--- src/rtl/program_loader.sv ---
// program_loader: memory-bus front end ahead of the cpu core.
// A length byte N and then N big-endian 16-bit words arrive as a byte
// stream. Each word is written to program memory from address 0. The block
// then pulses cpu_execute and hands the memory bus to the CPU until the CPU
// reports cpu_halted, or until a run watchdog expires.
//
// Ports
//   clock, reset        system clock; synchronous active-low reset
//   start               begin a session (honoured in IDLE, DONE, ERROR)
//   in_data/in_valid    byte stream source
//   in_ready            byte accepted on this cycle's rising edge
//   cpu_execute         one-cycle start pulse to the CPU
//   cpu_halted          CPU finished
//   cpu_mem_*           CPU bus requests / read data returned to CPU
//   mem_*               memory bus
//   busy                session in progress
//   done                session ended with a CPU halt
//   error_code          0 none, 1 bad length, 2 run timeout
module program_loader #(
  parameter int WORD_SIZE      = 16,
  parameter int MEM_ADDR_SIZE  = 5,
  parameter int TIMEOUT_CYCLES = 1024
) (
  input  logic                     clock,
  input  logic                     reset,
  input  logic                     start,
  input  logic [7:0]               in_data,
  input  logic                     in_valid,
  output logic                     in_ready,
  output logic                     cpu_execute,
  input  logic                     cpu_halted,
  input  logic [MEM_ADDR_SIZE-1:0] cpu_mem_address,
  input  logic [WORD_SIZE-1:0]     cpu_mem_write_data,
  input  logic                     cpu_mem_read,
  input  logic                     cpu_mem_write,
  output logic [WORD_SIZE-1:0]     cpu_mem_read_data,
  output logic [MEM_ADDR_SIZE-1:0] mem_address,
  output logic [WORD_SIZE-1:0]     mem_write_data,
  output logic                     mem_read,
  output logic                     mem_write,
  input  logic [WORD_SIZE-1:0]     mem_read_data,
  output logic                     busy,
  output logic                     done,
  output logic [1:0]               error_code
);

  localparam int unsigned CNT_W = MEM_ADDR_SIZE + 1;
  localparam int unsigned DEPTH = 1 << MEM_ADDR_SIZE;
  localparam int unsigned WD_W  = $clog2(TIMEOUT_CYCLES + 1);

  typedef enum logic [3:0] {
    S_IDLE, S_LEN, S_HI, S_LO, S_WRITE, S_RUN_START, S_RUN, S_DONE, S_ERROR
  } state_t;

  state_t           state_q, state_d;
  logic [CNT_W-1:0] len_q, len_d;
  logic [CNT_W-1:0] k_q, k_d;
  logic [CNT_W-1:0] k_inc;
  logic [7:0]       hi_q, hi_d;
  logic [7:0]       lo_q, lo_d;
  logic [WD_W-1:0]  wdog_q, wdog_d;
  logic [1:0]       err_q, err_d;

  always_ff @(posedge clock) begin
    if (!reset) begin
      state_q <= S_IDLE;
      len_q   <= '0;
      k_q     <= '0;
      hi_q    <= '0;
      lo_q    <= '0;
      wdog_q  <= '0;
      err_q   <= '0;
    end else begin
      state_q <= state_d;
      len_q   <= len_d;
      k_q     <= k_d;
      hi_q    <= hi_d;
      lo_q    <= lo_d;
      wdog_q  <= wdog_d;
      err_q   <= err_d;
    end
  end

  // k counts in MEM_ADDR_SIZE+1 bits so a full-depth load (N == DEPTH)
  // terminates on k+1 == N without the address wrapping.
  assign k_inc      = k_q + CNT_W'(1);
  assign error_code = err_q;

  always_comb begin
    state_d           = state_q;
    len_d             = len_q;
    k_d               = k_q;
    hi_d              = hi_q;
    lo_d              = lo_q;
    wdog_d            = wdog_q;
    err_d             = err_q;
    in_ready          = 1'b0;
    cpu_execute       = 1'b0;
    cpu_mem_read_data = '0;
    mem_address       = '0;
    mem_write_data    = '0;
    mem_read          = 1'b0;
    mem_write         = 1'b0;
    busy              = 1'b1;
    done              = 1'b0;

    case (state_q)
      S_IDLE, S_DONE, S_ERROR: begin
        busy = 1'b0;
        done = (state_q == S_DONE);
        if (start) begin
          state_d = S_LEN;
          k_d     = '0;
          wdog_d  = '0;
          err_d   = '0;
        end
      end
      S_LEN: begin
        in_ready = 1'b1;
        if (in_valid) begin
          if (in_data == '0 || 32'(in_data) > DEPTH) begin
            state_d = S_ERROR;
            err_d   = 2'd1;
          end else begin
            len_d   = CNT_W'(in_data);
            state_d = S_HI;
          end
        end
      end
      S_HI: begin
        in_ready = 1'b1;
        if (in_valid) begin
          hi_d    = in_data;
          state_d = S_LO;
        end
      end
      S_LO: begin
        in_ready = 1'b1;
        if (in_valid) begin
          lo_d    = in_data;
          state_d = S_WRITE;
        end
      end
      S_WRITE: begin
        mem_write      = 1'b1;
        mem_address    = k_q[MEM_ADDR_SIZE-1:0];
        mem_write_data = WORD_SIZE'({hi_q, lo_q});
        k_d            = k_inc;
        state_d        = (k_inc == len_q) ? S_RUN_START : S_HI;
      end
      S_RUN_START, S_RUN: begin
        cpu_execute       = (state_q == S_RUN_START);
        mem_address       = cpu_mem_address;
        mem_write_data    = cpu_mem_write_data;
        mem_read          = cpu_mem_read;
        mem_write         = cpu_mem_write;
        cpu_mem_read_data = mem_read_data;
        if (state_q == S_RUN_START) begin
          state_d = S_RUN;
        end else begin
          wdog_d = wdog_q + WD_W'(1);
          // Halt wins over an expiring watchdog on the same cycle.
          if (cpu_halted) begin
            state_d = S_DONE;
          end else if (wdog_q == WD_W'(TIMEOUT_CYCLES - 1)) begin
            state_d = S_ERROR;
            err_d   = 2'd2;
          end
        end
      end
      default: state_d = S_IDLE;
    endcase
  end

endmodule

--- config.mk ---
export PLATFORM = sky130hd
export DESIGN_NAME = program_loader
export DESIGN_NICKNAME = d
export VERILOG_FILES = /design/src/rtl/program_loader.sv
export SDC_FILE = /design/constraint.sdc
export NUM_CORES = 1
export LEC_CHECK = 0
export CORE_UTILIZATION = 49
export CTS_CLUSTER_DIAMETER = 30
export CTS_CLUSTER_SIZE = 10
export DETAILED_ROUTE_END_ITERATION = 8
export PLACE_DENSITY = 0.86
export SYNTH_ARGS = -nofsm -noshare
export SYNTH_HDL_FRONTEND = slang
export SYNTH_SLANG_ARGS = --single-unit
--- constraint.sdc ---
create_clock -name clock -period 3.4 [get_ports clock]
set_clock_uncertainty 0.05 [all_clocks]
set_input_delay 0.85 -clock clock [delete_from_list [all_inputs] [get_ports clock]]
set_output_delay 0.85 -clock clock [all_outputs]
set_load 0.01 [all_outputs]
Word-level counts from Yosys, hierarchy flattened
Cells that the tools add are included.
W data, S select, Z words.

word-level totals
  flip-flop bits (word level) = 45
  output and inout bits = 45
  word-level logic and storage cells = 77

operators by class
  $add $sub $neg = 2
  magnitude comparators = 1
  eq/ne operators = 19
  mux-type cells = 31
  bitwise gates (word level) = 1
  reductions and logical operators = 16

operators by type and width
  operator                 number
  $mux W4                  8
  $pmux W16 S2             1
  $pmux W4 S6              1
  $mux W11                 2
  $pmux W11 S2             1
  $eq A4 B3 Y1 const B     4
  $mux W16                 1
  $ne A2 B2 Y1 const B     8
  $mux W2                  6
  $pmux W6 S2              1
  $add A11 B1 Y11 const B  1
  $eq A11 B10 Y1 const B   1
  $pmux W5 S2              1
  $eq A4 B2 Y1 const B     2
  $gt A8 B6 Y1 const B     1
  $logic_not A8 Y1         1
  $reduce_and A7 Y1        1
  $add A6 B1 Y6 const B    1
  $eq A6 B6 Y1             1
  $mux W6                  1
  $pmux W2 S3              1
  $reduce_and A2 Y1        3
  $reduce_and A3 Y1        2
  $reduce_or A3 Y1         2
  other kinds (13)         18

Depth between registers and ports, before layout
Gate-level depths: netlist of run 1.

  depth after elaboration = 5
  mapped depth = 7
  depth with buffers taken out = 6

Worst setup path before layout of run 1
No wires, ideal clock.

  path type = flip-flop to output port
  from = register state_q[1]
  to = output mem_address[0]
  data arrival time = 1570 ps
  path slack = 930 ps
  stages on the path, launching flop included = 6
  path buffers = 2
  cells stage by stage = dfxtp_1 -> buf_4 -> or2_2 -> nor2_1 -> clkbuf_1 -> a22o_1

on the way
  word-level cells in the longest chain between the ends = 3
  elaborated cells between the ends (all ways) = 5
  those cells by class = eq/ne (3); mux (1); reduce/logical (1)

ends and longest elaborated chain
  what                      line  source
  start: declaration        55    state_t state_q, state_d;
  start signal: assignment  74    state_q <= state_d;
  $eq A4 B3 Y1              107   case (state_q)
  $reduce_or A2 Y1          107
  $pmux W5 S2 *             107
  end: declaration          37    output logic [MEM_ADDR_SIZE-1:0] mem_address,

Every way passes the cells marked *; elsewhere a longest branch is shown, timed or not.

Worst setup path in the final report of run 1
  from = input cpu_mem_write
  to = output mem_write

on the way
  word-level cells in the longest chain between the ends = 1

ends and longest elaborated chain
  what                line  source
  start: declaration  35    input logic cpu_mem_write,
  $pmux W1 S2         107
  end: declaration    40    output logic mem_write,

No other way between the ends.

==> out/metrics.yaml, run 1 <==
sta:
  setup_viol: 0
  rsz0062_at_grt: "false"
  fmax_mhz: 312
  fin_crit_sh: 0.943
  relSlewSlack: 0.589
  tightest_slew_ps: 615
  post-route-min-period_ps: 3210
  slew_violations: 0
  finalHoldViolations: 0
  setup_tns_ps: 0
  hold_ws_ps: 426
synthesis:
  syn_inst: 322
  ys_types: 67
  ys_warn_count: 0
  synth_seq_cells: 45
  synth_ff_type: "dfxtp_1"
  syn_avg_cell_area_um2: 8.58
  ys_async_sr_fraction: 0
  ys_seq_area_frac: 0.326
  synth_edf_count: 0
  syn_nets: 376
  synth_area_um2: 2760
run:
  maxCapViolations: 0
detailed_routing:
  drt_wl_total_um: 7810
  wire_per_inst_um: 16.1
  num_vias: 2755
  ant_nets: 0
  detailedRoute.firstPassIterationCount: 4
  vias_per_cell: 5.67
  first_iter_violations: 155
  drcViolationCount: 0
die:
  fp-row-count: 26
  initial_utilization: 0.524
  core_um2: 5270
  io_pins: 97
  die_h_um: 77.1
  die-area_um2: 5940
  die_w_um: 77.1
power:
  power_frac_seq: 0.466
  p_comb_frac: 0.185
  finalPower_w: 0.00117
  powerDensity_nw_per_um2: 300
  clkPwrFrac: 0.348
  p_int_w: 0.000868
  irDropWorstVdd_uv: 150
  p_leak_nw: 1.46
  sw_frac_of_total: 0.259
  switching_power_w: 0.000304
critical_path:
  startpoint_type: "input port"
  path_class: "in -> out"
  worst_ep_required_time_ps: 2500
  worst-r2r-cell-count: 6
  worst-path-max-fanout: 1
  cp-end-kind: "output pin"
  arrival_ps: 2310
clock_tree:
  cts.sink_count: 45
  path_clk_slew_ps: 80
  post_cts_resize_count: 0
  ctsHtreeMaxLevel: 2
  cts_tree: "yes"
  clock_latency_ps: 300
  cts_buffers: 5
  cts_setup_buffers: 0
  clockRootBuffer: "clkbuf_8"
  clock_path_buffers: 2
  cts_hold_buf: 0
global_route:
  grt_overflow: 0
  grt_max_degree: 46
  grt_pass1_vias: 2659
  antenna_found_initial: 0
  grt_pass1_wl_um: 12600
  track_usage: 0.266
finish:
  fin_util: 0.741
  antenna_cells: 0
  area_delta_synth_final_pct: 41.3
  layout-drive-gt1-share: 0.0817
  final_nets: 469
  layout_commonest_cell: "clkdlybuf4s50_1"
  fillers: 421
  final_cell_mix: "96 x clkdlybuf4s50_1, 48 x nor2_1, 45 x dfxtp_1, 22 x mux2i_1, 21 x a22o_1"
placed_design:
  io_buffers: 96
  dp_hpwl_um: 5800
  gp_congestion: 0.927
hold_path:
  hold_path_depth: 2
  hold_class: "reg -> reg"
outcome:
  outcome: "complete, no violations"
## kinds of logic (layout without fill, tap and decap cells)
group | Yosys count | in the layout | synth area share
AO/OA/AOI/OAI | 82 | 82 | 0.229
XOR/XNOR | 17 | 17 | 0.0539
adder cells (fa/ha/maj) | 3 | 3 | 0.0127
buffers and inverters | 23 | 117 | 0.0435
flip-flops | 45 | 45 | 0.326
multiplexers | 22 | 22 | 0.0797
AND/OR/NAND/NOR | 130 | 130 | 0.255
## synthesized netlist by cell type (all sizes together), types with 2 or more instances
cell     n  area share
a211o    2      0.0068
a211oi   8       0.022
a21oi   13       0.026
a22o    21       0.067
a31oi    4      0.0091
and2    19       0.043
and4     2      0.0068
buf      8       0.023
clkbuf  10       0.014
dfxtp   45        0.33
ha       2      0.0091
inv      4      0.0054
mux2i   22       0.080
nand2   14       0.019
nand2b   4       0.010
nand3    7       0.013
nand3b   2      0.0054
nand4    6       0.014
nor2    49       0.067
nor2b    2      0.0045
nor3     3      0.0054
nor3b    2      0.0054
nor4     2      0.0045
o211ai   4       0.013
o21a     2      0.0054
o21ai   10       0.024
o31a     2      0.0063
o31ai    5       0.014
or2      4      0.0091
or3      3      0.0068
or4b     2      0.0072
xnor2   12       0.038
xor2     5       0.016
## path summary, 6_finish.rpt
kind                 start         to  slack, ps
min reg2reg      wdog_q[1]  wdog_q[1]        430
min              wdog_q[1]  wdog_q[1]        430
max reg2reg     state_q[1]     k_q[5]       1320
max          cpu_mem_write  mem_write        190
## power groups by stage
stage | combinational [W] | clock, W | sequential, W
finish | 0.000217 | 0.000408 | 0.000547
global route | 0.000235 | 0.000434 | 0.000548
CTS | 0.000216 | 0.000412 | 0.000546
detailed placement | 0.000215 | 0 | 0.000559
global placement | 0.000209 | 0 | 0.000558
floorplan | 0.000107 | 0 | 0.000555
## per-layer routing
layer,share of wire,wire (um),GRT usage,vias to the layer above
met5,0,0,0,-
met2,0.49,3840,0.446,113
met4,0.018,144,0.111,0
met3,0.066,514,0.0631,11
li1,-,-,-,1356
met1,0.42,3310,0.323,1275
## cell type report
class	instances	area [um2]	area share
Sequential cell	45	901	0.231
Inverter	5	18.8	0.00481
Clock inverter	2	38.8	0.00994
Multi-Input combinational cell	254	1750	0.449
Tap cell	70	87.6	0.0224
Timing Repair Buffer	104	1030	0.265
Clock buffer	6	72.6	0.0186
## state kept, by name (all words and copies together) (netlist names)
name	flops
lo_q	8
error_code	2
wdog_q	11
state_q	4
hi_q	8
k_q	6
len_q	6
## worst max-delay path, cell delays in order
cell and delay [ps]:
clkdlybuf4s50_1 460, inv_1 40, maj3_1 340, nor2_1 80, clkdlybuf4s50_1 530
## through the flow
step	cells	area [um2]	setup slack, ps
global route	486	3900	106
finish	486	3900	193
global placement	478	3790	195
CTS	486	3900	190
floorplan	322	2760	930
detailed placement	478	3790	194
No activity file was read; power rests on OpenSTA's default activity.
==> run 2, diff against run 1 <==
- CTS_CLUSTER_DIAMETER: 30 -> 60
==> results of run 2 <==
The final DEF is identical to that of run 1; final timing and power are the same.
==> edit 1: new RTL, flow settings as in run 1 <==
Encoding of `state_t`: now Gray code (4 bits for 9 states).
--- a/src/rtl/program_loader.sv
+++ b/src/rtl/program_loader.sv
@@ -49,7 +49,7 @@
   localparam int unsigned WD_W  = $clog2(TIMEOUT_CYCLES + 1);
 
   typedef enum logic [3:0] {
-    S_IDLE, S_LEN, S_HI, S_LO, S_WRITE, S_RUN_START, S_RUN, S_DONE, S_ERROR
+    S_IDLE = 4'b0000, S_LEN = 4'b0001, S_HI = 4'b0011, S_LO = 4'b0010, S_WRITE = 4'b0110, S_RUN_START = 4'b0111, S_RUN = 4'b0101, S_DONE = 4'b0100, S_ERROR = 4'b1100
   } state_t;
 
   state_t           state_q, state_d;
Behaviour: same outputs for any inputs over 10 cycles, from zero or initial values and one cycle with reset low; not proved beyond that.
==> edit 1 against run 1 <==
First-iteration DRC count decreased by 3.2%. Area after synthesis shrank 5.0%. Combinational power rose by 5%. Routed wire length is 6.6% lower. Total power is 0.40% higher. Register-to-register slack got worse by 0.23 ns. Cell area shrank 2.6%. Worst setup slack better by 0.13 ns. Clock power about the same. Sequential cell count unchanged.
==> edit 1: results (changes against run 1) <==
Setup path
  – Reg-to-Reg End: error_code[1]
  – Worst Setup SP: state_q[0]
  – Crit Path Max Fanout: 24 (+23)
  – Critical R2R Launch: state_q[2]
  – Critical Path End: mem_write_data[5]
  – FF-to-FF setup slack: 1.09 ns (-0.23 ns)

Layout
  – FILL cells: 419 (-0.48%)
  – Fraction of layout cells with a size suffix above 1: 0.0663 (-0.0154)
  – Final nets: 460 (-1.9%)

STA
  – Post-layout minimum cycle time: 3.08 ns (-0.126 ns)
  – Relative slew slack: 0.513 (-0.0760)

Route
  – Drt pass-1 iters: 4 (unchanged)
  – Drt first-iter violations: 150 (-3.2%)
  – Routed WL per cell: 15.3 um (-4.9%)
  – Via density: 5.64 (-0.55%)

Logic synthesis
  – Synth cell count leaders: nor2_1, dfxtp_1, mux2i_1
  – Synth cell types: 55 (-18%)
  – Syn nets: 367 (-2.4%)
  – Synth top area cells: dfxtp_1, mux2i_1, a22o_1
  – Sequential area share after synthesis: 0.343 (+0.0173)
  – Post-synth EDFFs: 0 (unchanged)

GRT
  – GRT Overall Usage: 0.267 (+0.00116)
  – Pin count of the biggest net entering global routing: 32 (-30%)
  – Vias in the first global route: 2508 (-5.7%)
  – First-pass GRT wire length: 11600 um (-7.6%)

Place
  – RePlAce Congestion: 0.865 (-6.6%)
  – Pre-CTS WS: 0.244 ns (+0.0504 ns)
  – Cell Area, Placed: 3690 um^2 (-2.6%)
  – Hpwl dp: 5350 um (-7.7%)

CTS
  – H-Tree Depth: 2 (unchanged)
  – CTS buffer count: 5 (unchanged)

Outcome
  – Run status: complete, no violations

Min path
  – Worst hold path class: reg2reg

Pwr
  – Largest vdd supply drop: 0.223 mV (+48%)
  – Pleak: 0.00144 uW (-1.5%)
[edit 1: changes by cell type after synthesis, moves of 3 or more]
cell / before / now
clkbuf_1: 10 / 17
nor3_1: 3 / 10
a211oi_1: 8 / 2
nor4_1: 2 / 8
nand2b_1: 3 / 7
nand4_1: 6 / 2
o31ai_1: 5 / 1
nand3_1: 7 / 10
nor2_1: 49 / 46
xor2_1: 5 / 2
[edit 1: where the power goes]
part           switching, uW  internal [uW]
Combinational            107            121
Clock                    186            221
Sequential              7.75            534
Total                    301            876
[edit 1: metrics by stage]
step                      hold slack [ns]  power (uW)  instances
after floorplan                     0.399         656        313
after global routing                0.453        1220        477
final                               0.419        1180        477
after global placement              0.405         774        469
after CTS                           0.422        1180        477
after detailed placement            0.402         779        469
[edit 1: cell families (layout without fill, tap and decap cells)]
family                   after synthesis  count (layout)  synth area share
AND/OR/NAND/NOR                      139             139             0.282
buffers and inverters                 25             119            0.0391
XOR/XNOR                              16              16            0.0534
multiplexers                          22              22            0.0839
AO/OA/AOI/OAI                         64              64             0.189
flip-flops                            45              45             0.343
adder cells (fa/ha/maj)                2               2           0.00954
[edit 1: area by class of cell]
class | instances | area [um^2] | share of cell area
Sequential cell | 45 | 901 | 0.237
Tap cell | 70 | 87.6 | 0.0230
Inverter | 5 | 18.8 | 0.00494
Clock inverter | 2 | 38.8 | 0.0102
Multi-Input combinational cell | 243 | 1640 | 0.430
Timing Repair Buffer | 106 | 1050 | 0.276
Clock buffer | 6 | 72.6 | 0.0191
[edit 1: layer usage]
metal  GRT usage  part of all wire
met3      0.0469             0.044
met2       0.457              0.51
met5           0                 0
met4      0.0926             0.013
met1       0.339              0.44
[edit 1: how the worst min path moves through the flow]
stage,startpoint,end,depth (start not counted),slack (ns)
CTS,error_code[1],error_code[1],1,0.42
detailed placement,error_code[1],error_code[1],1,0.40
global route,len_q[1],len_q[1],2,0.45
finish,error_code[1],error_code[1],1,0.42
floorplan,len_q[1],len_q[1],2,0.40
global placement,error_code[1],error_code[1],1,0.40
[edit 1: critical path, delay by kind of cell, from the launching register on]
family | cells | cell delay [ns]
simple gates | 1 | 0.31
buf+inv | 3 | 1.04
flops | 1 | 0.32
compound gates | 1 | 0.20
==> edit 2: new RTL, flow settings as in run 1 <==
Without the edit above. Change the parameter `MEM_ADDR_SIZE` from 5 to 6.
--- a/src/rtl/program_loader.sv
+++ b/src/rtl/program_loader.sv
@@ -18,7 +18,7 @@
 //   error_code          0 none, 1 bad length, 2 run timeout
 module program_loader #(
   parameter int WORD_SIZE      = 16,
-  parameter int MEM_ADDR_SIZE  = 5,
+  parameter int MEM_ADDR_SIZE  = 6,
   parameter int TIMEOUT_CYCLES = 1024
 ) (
   input  logic                     clock,
Interface: changed (resized cpu_mem_address and mem_address); port bits go from 97 to 99. The function was not compared with the original's and may differ.
==> edit 2 against run 1 <==
Routed wire length down 2.7%. Critical endpoint is now mem_write_data[13]. Critical path depth unchanged. Sequential share of layout area increased by 0.36 points. Final cell count rose by 4.1%. Via count up 3.0%. Area after synthesis up 2.3%. Synthesized cell count rose by 5.3%. Worst setup slack got worse by 0.0022 ns. First-iteration DRC count decreased by 9.0%. Cell area grew 2.8%. Sequential cell count up 2.
Power is not compared: it rests on default switching activity, and its combinational part moved more than twofold at a synthesized area within 25%.
==> edit 2: results (changes against run 1) <==
GRT
  – First-pass GRT wire length: 12400 um (-1.2%)
  – Pin count of the biggest net entering global routing: 30 (-35%)
  – GRT Overall Usage: 0.256 (-0.00988)
  – Initial antenna violation count: 0 (unchanged)
  – GRT overflow: 0 (unchanged)
  – Vias in the first global route: 2670 (+0.41%)

CTS
  – CTS buffer count: 5 (unchanged)
  – Post-CTS Setup Bufs: 0 (unchanged)
  – H-Tree Depth: 2 (unchanged)
  – Clk slew on worst S/H paths: 0.09 ns
  – CTS max path bufs: 2 (unchanged)
  – Skew-Pair Late Insertion Delay: 0.31 ns

Outcome
  – Run status: complete, no violations

Layout
  – Fraction of layout cells with a size suffix above 1: 0.0691 (-0.0126)
  – Top Registers: wdog_q: 11 flops, hi_q: 8 flops, lo_q: 8 flops
  – FILL cells: 432 (+2.6%)
  – Final nets: 488 (+4.1%)
  – Max reg flops: 11 (unchanged)

Logic synthesis
  – Asr flop ratio synth: 0 (unchanged)
  – Synth cell types: 53 (-21%)
  – Syn nets: 394 (+4.8%)
  – Synthesis warning total: 0 (unchanged)
  – Sequential area share after synthesis: 0.333 (+0.00695)
  – Synth cell count leaders: dfxtp_1, nand2_1, nor2b_1
  – Synth top area cells: dfxtp_1, a22o_1, mux2i_1

Setup path
  – Crit Path Max Fanout: 29 (+28)
  – Arr. time, crit path: 2.31 ns (about the same)
  – CP peak stage delay: 0.54 ns
  – Slowest cell on the critical path: clkdlybuf4s50_1
  – R2R depth: 6 (unchanged)

Place
  – # port buffers: 98 (+2.1%)
  – Hpwl dp: 5580 um (-3.7%)
  – RePlAce Congestion: 0.849 (-8.4%)
  – Cell Area, Placed: 3890 um^2 (+2.7%)

Min path
  – Worst hold path class: reg2reg
  – Hold Path Depth: 2 (unchanged)

STA
  – Post-layout minimum cycle time: 3.21 ns (+0.00224 ns)
  – Worst Max-Slew Pin Slew: 0.638 ns (+0.0227 ns)

Route
  – Via density: 5.61 (-1.1%)
  – Routed WL per cell: 15.0 um (-6.5%)
  – Drt pass-1 iters: 5 (+1)
  – Drt first-iter violations: 141 (-9.0%)

Pwr
  – Largest vdd supply drop: 0.334 mV
==> edit 2: cell count changes in the layout (fill, tap and decap cells not counted), sizes merged, moves of 7 or more <==
cell | before | now
o21ai | 10 | 19
a21oi | 13 | 6
nand2 | 14 | 26
nor2 | 49 | 21
nor2b | 2 | 23
a21boi | 0 | 8
nand3 | 7 | 18
xnor2 | 12 | 5
==> edit 2: cell type report <==
type	count	share of cell area
inverter	1	0.000935
multi-input combinational	270	0.450
timing repair buffer	108	0.263
sequential	47	0.234
clock inverter	2	0.00873
clock buffer	6	0.0206
tap	72	0.0225
==> edit 2: power by group through the flow <==
stage          clock, uW  combinational [uW]  sequential, uW
2_1_floorplan          0                 296             614
6_report             432                 479             613
3_5_place_dp           0                 472             625
5_1_grt              470                 521             619
4_1_cts              438                 477             612
3_3_place_gp           0                 462             625
==> edit 2: final timing paths <==
path / start / to / slack, ns
worst min register to register: len_q[6] / len_q[6] / 0.43
worst max register to register: k_q[0] / state_q[0] / 1.06
worst max-delay path: state_q[3] / mem_write_data[13] / 0.19
worst min-delay path: len_q[6] / len_q[6] / 0.43
==> edit 2: stage by stage <==
step | setup WS (ns) | hold slack, ns | cells | total power [uW] | utilization
2_1_floorplan | 0.827 | 0.398 | 339 | 910 | -
5_1_grt | 0.0726 | 0.449 | 506 | 1610 | 0.724
4_1_cts | 0.198 | 0.438 | 506 | 1530 | 0.724
3_3_place_gp | 0.449 | 0.413 | 498 | 1090 | 0.703
6_report | 0.191 | 0.432 | 506 | 1520 | 0.724
3_5_place_dp | 0.421 | 0.426 | 498 | 1100 | 0.703
==> edit 2: critical path, delay by kind of cell, from the launching register on <==
kind / cells / cell delay, ns
buffers and inverters: 2 / 0.86
and+or+nand+nor: 1 / 0.38
AOI/OAI and AO/OA: 2 / 0.35
DFF: 1 / 0.40
==> edit 2: per-layer routing <==
layer	track usage	routed length, um
met1	0.325	3370
met2	0.435	3820
met3	0.0482	329
met4	0.0815	88
met5	0	0
==> edit 2: cells by family (layout without fill, tap and decap cells) <==
| group | after synthesis | after routing | share of synthesized area |
|---|---|---|---|
| compound gates | 81 | 81 | 0.212 |
| mux | 18 | 18 | 0.0642 |
| simple gates | 153 | 153 | 0.301 |
| buf+inv | 22 | 117 | 0.0314 |
| fa+ha+maj | 2 | 2 | 0.00886 |
| xor+xnor | 16 | 16 | 0.0496 |
| flops | 47 | 47 | 0.333 |
